**config.mk**
```make
export PLATFORM = sky130hd
export DESIGN_NAME = freq_meter
export DESIGN_NICKNAME = d
export VERILOG_FILES = /design/src/rtl/freq_meter_pkg.sv /design/src/rtl/freq_meter_sync_edge_det.sv /design/src/rtl/freq_meter.sv
export SDC_FILE = /design/constraint.sdc
export NUM_CORES = 1
export LEC_CHECK = 0
export ABC_AREA = 0
export CORE_UTILIZATION = 51
export DETAILED_ROUTE_END_ITERATION = 7
export PLACE_DENSITY = 0.78
export SYNTH_ARGS = -nofsm -noshare
export SYNTH_HDL_FRONTEND = slang
export SYNTH_HIERARCHICAL = 1
export SYNTH_SLANG_ARGS = --single-unit
```
**constraint.sdc**
```tcl
create_clock -name clk -period 2.4 [get_ports clk]
set_input_delay 0.48 -clock clk [delete_from_list [all_inputs] [get_ports clk]]
set_output_delay 0.48 -clock clk [all_outputs]
set_load 0.03 [all_outputs]
```
**src/rtl/freq_meter_pkg.sv**
```systemverilog
// Shared definitions for the gated frequency meter: FSM state encoding and
// default sizing constants used by freq_meter and its bench.
package freq_meter_pkg;

    // Measurement sequencer states (2-bit encoding, IDLE is the reset value)
    typedef enum logic [1:0] {
        IDLE = 2'd0,
        ARM  = 2'd1,
        GATE = 2'd2,
        DONE = 2'd3
    } fm_state_t;

    // Default gate window length in clk cycles
    localparam int DEF_GATE_CYCLES = 1000;

    // Default width of the edge counter and of the reported result
    localparam int DEF_CNT_W = 16;

endpackage

```
**src/rtl/freq_meter_sync_edge_det.sv**
```systemverilog
// sync_edge_det: brings an asynchronous level into the clk domain through a
// two-flop synchronizer and flags its rising edges with a one-cycle pulse.
// Generic so it can be reused for any other asynchronous input.
module sync_edge_det (
    input  logic clk,
    input  logic rst,
    input  logic d_async,
    output logic rise
);

    logic r_sync1;
    logic r_sync2;
    logic r_prev;

    // Two-stage synchronizer followed by a history flop for edge detection
    always_ff @(posedge clk or posedge rst) begin
        if (rst) begin
            r_sync1 <= 1'b0;
            r_sync2 <= 1'b0;
            r_prev  <= 1'b0;
        end else begin
            r_sync1 <= d_async;
            r_sync2 <= r_sync1;
            r_prev  <= r_sync2;
        end
    end

    // A rise is a synchronized high that was low one cycle earlier; the
    // pulse appears 2-3 clk cycles after the asynchronous edge.
    assign rise = r_sync2 & ~r_prev;

endmodule

```
**src/rtl/freq_meter.sv**
```systemverilog
// freq_meter: gated frequency meter. Counts rising edges of the asynchronous
// input fin over a window of GATE_CYCLES clk cycles that starts on a fin
// edge, then reports the count.
//
// Build option: FREQ_METER_CONT_EN. When defined, a finished measurement
// re-arms immediately (continuous back-to-back results after one start);
// only rst brings the block back to IDLE. When undefined, single-shot.
//
// Output protocol: there is no ready/back-pressure. valid is a one-cycle
// pulse in the cycle cnt_out/ovf take a new result; the consumer must take
// it that cycle. cnt_out and ovf then hold until the next result or rst.
module freq_meter
    import freq_meter_pkg::*;
#(
    parameter int GATE_CYCLES = DEF_GATE_CYCLES,
    parameter int CNT_W       = DEF_CNT_W
) (
    input  logic             clk,
    input  logic             rst,
    input  logic             fin,
    input  logic             start,
    output logic             busy,
    output logic [CNT_W-1:0] cnt_out,
    output logic             valid,
    output logic             ovf,
    output fm_state_t        o_dbg_state
);

    // Gate timer only needs to reach GATE_CYCLES-1
    localparam int            TW         = $clog2(GATE_CYCLES + 1);
    localparam logic [TW-1:0] TIMER_LAST = TW'(GATE_CYCLES - 1);

    // A window shorter than two cycles cannot separate arming and counting
    if (GATE_CYCLES < 2) begin : g_bad_gate
        $error("freq_meter: GATE_CYCLES must be at least 2");
    end

    logic             w_rise;
    logic             w_timer_last;
    logic [CNT_W-1:0] w_count_next;
    logic             w_ovf_next;

    fm_state_t        r_state;
    logic [TW-1:0]    r_timer;
    logic [CNT_W-1:0] r_count;
    logic             r_ovf_flag;
    logic             r_busy;
    logic [CNT_W-1:0] r_cnt_out;
    logic             r_valid;
    logic             r_ovf;

    sync_edge_det u_fin_sync (
        .clk     (clk),
        .rst     (rst),
        .d_async (fin),
        .rise    (w_rise)
    );

    assign w_timer_last = (r_timer == TIMER_LAST);

    // Saturating edge count including this cycle's rise; the sticky flag
    // records a rise that arrived while the counter was already full.
    always_comb begin
        w_count_next = r_count;
        w_ovf_next   = r_ovf_flag;
        if (w_rise) begin
            if (&r_count) begin
                w_ovf_next = 1'b1;
            end else begin
                w_count_next = r_count + CNT_W'(1);
            end
        end
    end

    // Measurement sequencer with registered outputs. The result is loaded on
    // the transition into DONE so valid coincides with the DONE cycle, while
    // busy is still high.
    always_ff @(posedge clk or posedge rst) begin
        if (rst) begin
            r_state    <= IDLE;
            r_timer    <= '0;
            r_count    <= '0;
            r_ovf_flag <= 1'b0;
            r_busy     <= 1'b0;
            r_cnt_out  <= '0;
            r_valid    <= 1'b0;
            r_ovf      <= 1'b0;
        end else begin
            r_valid <= 1'b0;
            case (r_state)
                IDLE: begin
                    // start wins over any rise seen in the same cycle
                    if (start) begin
                        r_state <= ARM;
                        r_timer <= '0;
                        r_busy  <= 1'b1;
                    end
                end

                ARM: begin
                    // The arming edge only aligns the window; it is not counted
                    if (w_rise) begin
                        r_state    <= GATE;
                        r_timer    <= '0;
                        r_count    <= '0;
                        r_ovf_flag <= 1'b0;
                    end else if (w_timer_last) begin
                        // No fin edge within a full window: report zero
                        r_state   <= DONE;
                        r_cnt_out <= '0;
                        r_ovf     <= 1'b0;
                        r_valid   <= 1'b1;
                    end else begin
                        r_timer <= r_timer + TW'(1);
                    end
                end

                GATE: begin
                    r_count    <= w_count_next;
                    r_ovf_flag <= w_ovf_next;
                    if (w_timer_last) begin
                        r_state   <= DONE;
                        r_cnt_out <= w_count_next;
                        r_ovf     <= w_ovf_next;
                        r_valid   <= 1'b1;
                    end else begin
                        r_timer <= r_timer + TW'(1);
                    end
                end

                DONE: begin
`ifdef FREQ_METER_CONT_EN
                    // Continuous mode: re-arm straight away, stay busy
                    r_state <= ARM;
                    r_timer <= '0;
`else
                    r_state <= IDLE;
                    r_busy  <= 1'b0;
`endif
                end

                default: begin
                    r_state <= IDLE;
                    r_busy  <= 1'b0;
                end
            endcase
        end
    end

    assign busy        = r_busy;
    assign cnt_out     = r_cnt_out;
    assign valid       = r_valid;
    assign ovf         = r_ovf;
    assign o_dbg_state = r_state;

endmodule

```
==> run metrics <==
status completed; # H-tree levels 2; multi-input combinational cell area ~1300 µm²; total of warnings raised by yosys 6; die area about 5500 µm²; Power Dens Cells 738 nW/µm²; post-synth net total 298; Metal-1 WL 2400 µm; routed len/inst 13.7 µm; EDFF count, synth 0; mux contribution to synthesized area 1.17%; clk sink count between 50 and 60; HPWL Detailed around 3900 µm; cell taking the most area after synthesis dfrtp_1; Synth area leaders dfrtp_1 48%, o21ai_0 7.8%, nand2_1 7.3%, ha_1 2.8%, o31ai_1 2.8%; worst slew pin tran between 0.7 and 0.8 ns; RSZ-0062 raised after global routing false; layout net count between 300 and 400; Syn Inst Count about 290; max_cap viols 0; worst skew pair latency 0.31 ns; Setup Fix Bufs, Post-CTS 0; setup_tns 0 ns; syn_area_per_cell around 9.3 µm²; max-slew headroom at the worst pin a little over half; hold slack around 0.37 ns; # setup viols final 0; CTS tree built; most frequent cells after synthesis 52 x nand2_1, 51 x dfrtp_1, 42 x o21ai_0, 13 x nor2_1; I/O Buffers 24; largest family of logic cells by synthesized area simple AND/OR/NAND/NOR gates; routed wl met3 between 200 and 250 µm; die extent in x between 70 and 80 µm; Routed Antenna Nets 0; first-pass GRT wire length 9070 µm; share of layout cells above drive strength 1 7.94%; sequential fraction of design power 41.9%; Top Metal Used met4; critical path required time roughly 2.6 ns; CTS max path bufs 2; unique cell type count in the Yosys netlist 47; Internal roughly 0.0016 W; total gr overflow 0; CP Launch Type register; first-iteration detailed-routing DRC count between 150 and 200; CP endpoint kind register; ANT cells 0; vias per cell between 5 and 6; first-pass detailed-route iteration total 4; switch share around a third; Worst Path Arrival 2.23 ns; Pleak 1.28 nW; Root Buffer clkbuf_8; vias in the first global route a little over 2k; Std-Cell Rows 26; final core occ 61.7%; Clk network pwr share a little under a third; clk slew on worst S/H paths ~0.090 ns; sequential share of the synthesized area roughly 48%; Final Slew Violations 0; dominant cell by count in the synthesized netlist nand2_1; hold-fix buffer count after cts 0; # IOs 25; Reg area ~1300 µm²; Syn-to-layout area delta 16.8%; # DRC 0; pin count of the biggest net entering global routing 31; met2 WL post-DR 2600 µm; post-synth top area share roughly 48%; main flop type after synthesis dfrtp_1; compound-gate portion of the synthesized area between 20% and 30%; GRT Util Overall a little over a fifth; crit path kind reg2reg; Filler cells ~450; Fin. Hold Viols 0; Core Area approximately 5100 µm²; combinational share of power roughly 28%; Async SR Flop Fraction 100%; cell area after synthesis ~2700 µm²; Die Ht around 74 µm; CP max FO 6; gpl congestion between 0.8 and 0.9; maximum VDD drop about 0.00058 V; initial antenna violation count 0; CTS Buf Count 5; period utilization 86.2%; P_sw 0.000736 W; fmax about 480 MHz; min Tclk post-route 2.07 ns; via count between 2k and 2.5k; Initial Util between 50 and 60%; Hold Path Class reg2reg; # resized after CTS 0; Synth Register Bits between 50 and 60; xor/xnor share of the synthesized area under 10%; final wirelength 5280 µm; adder-cell share of the synthesized area roughly 2.8%; Fin Clk Skew around 0.0094 ns; Synth Area in Simple Gates around a fifth
## registers in the layout, indices dropped and copies added, names as in the netlist
name / cells
ovf: 1
r_count: 16
r_ovf_flag: 1
u_fin_sync/r_prev: 1
u_fin_sync/r_sync2: 1
r_timer: 10
o_dbg_state: 2
valid: 1
cnt_out: 16
u_fin_sync/r_sync1: 1
busy: 1
## power by group through the flow
stage               Clock, W  Sequential (W)  Combinational, W
finish              0.000696        0.000967          0.000645
global route        0.000749        0.000976          0.000717
CTS                 0.000711        0.000968          0.000644
detailed placement         0        0.000984          0.000641
global placement           0        0.000978          0.000627
floorplan                  0         0.00101          0.000425
## logic make-up after synthesis
family,after synthesis
AO/OA/AOI/OAI,89
XOR/XNOR,8
adder cells (fa/ha/maj),6
buffers and inverters,21
flip-flops,51
multiplexers,3
AND/OR/NAND/NOR,110
## through the flow
stage | setup WS, ns | total power (W) | instances | area (µm²)
after global placement | 0.446 | 0.00160 | 377 | 2990
after global routing | 0.195 | 0.00244 | 385 | 3130
after detailed placement | 0.362 | 0.00162 | 377 | 2990
final | 0.332 | 0.00231 | 385 | 3130
after floorplan | 0.462 | 0.00144 | 288 | 2680
after CTS | 0.341 | 0.00232 | 385 | 3130
## cell usage in the layout, fill, tap and decap left out, types with 2 or more instances in the layout
master,synthesis,routed
o31a_1,2,2
and3_1,4,4
a21oi_1,10,10
mux2i_1,2,2
o41a_1,2,2
o31ai_1,10,10
o21ai_0,42,42
nor2_1,13,13
buf_4,0,6
dfrtp_1,51,51
nand4_1,5,5
nand2b_1,2,2
or3_1,2,2
ha_1,6,6
nor4_1,4,4
nand3_1,8,8
nor3b_1,2,2
nor3_1,8,8
bufinv_16,0,2
a31oi_1,6,6
nand2_1,52,52
and4_1,2,2
inv_1,9,8
clkdlybuf4s50_1,0,24
clkbuf_8,3,5
a21o_1,2,2
xnor2_1,7,7
o21a_1,3,3
a31o_2,3,3
## final timing paths
check                                          end  slack [ns]          startpoint  depth (start not counted)
worst max-delay path                   r_count[14]        0.33          r_count[0]                          6
worst min-delay path            u_fin_sync/r_sync2        0.37  u_fin_sync/r_sync1                          0
worst max register to register         r_count[14]        0.33          r_count[0]                          6
worst min register to register  u_fin_sync/r_sync2        0.37  u_fin_sync/r_sync1                          0
max in group asynchronous               cnt_out[5]        1.36                 rst                          3
min in group asynchronous        u_fin_sync/r_prev        0.38                 rst                          2
## worst max-delay path: stages, from the launching register on
cell and delay [ns]:
dfrtp_1 0.43, ha_1 0.25, nand2_1 0.10, or3_1 0.45, o31a_1 0.34, o31ai_1 0.23, o21ai_0 0.12
## layout make-up
class / count / area share [%]
inverter: 9 / 1.08
sequential: 51 / 40.8
clock buffer: 5 / 2.20
multi-input combinational: 216 / 41.2
timing repair buffer: 31 / 9.76
tap: 70 / 2.80
clock inverter: 3 / 2.16
## metal layers
metal	vias up	track usage, %
met1	1063	27.0
met4	0	8.39
met3	6	4.20
li1	1096	-
met5	-	0
met2	50	36.5
Power figures use the tool's default switching activity.
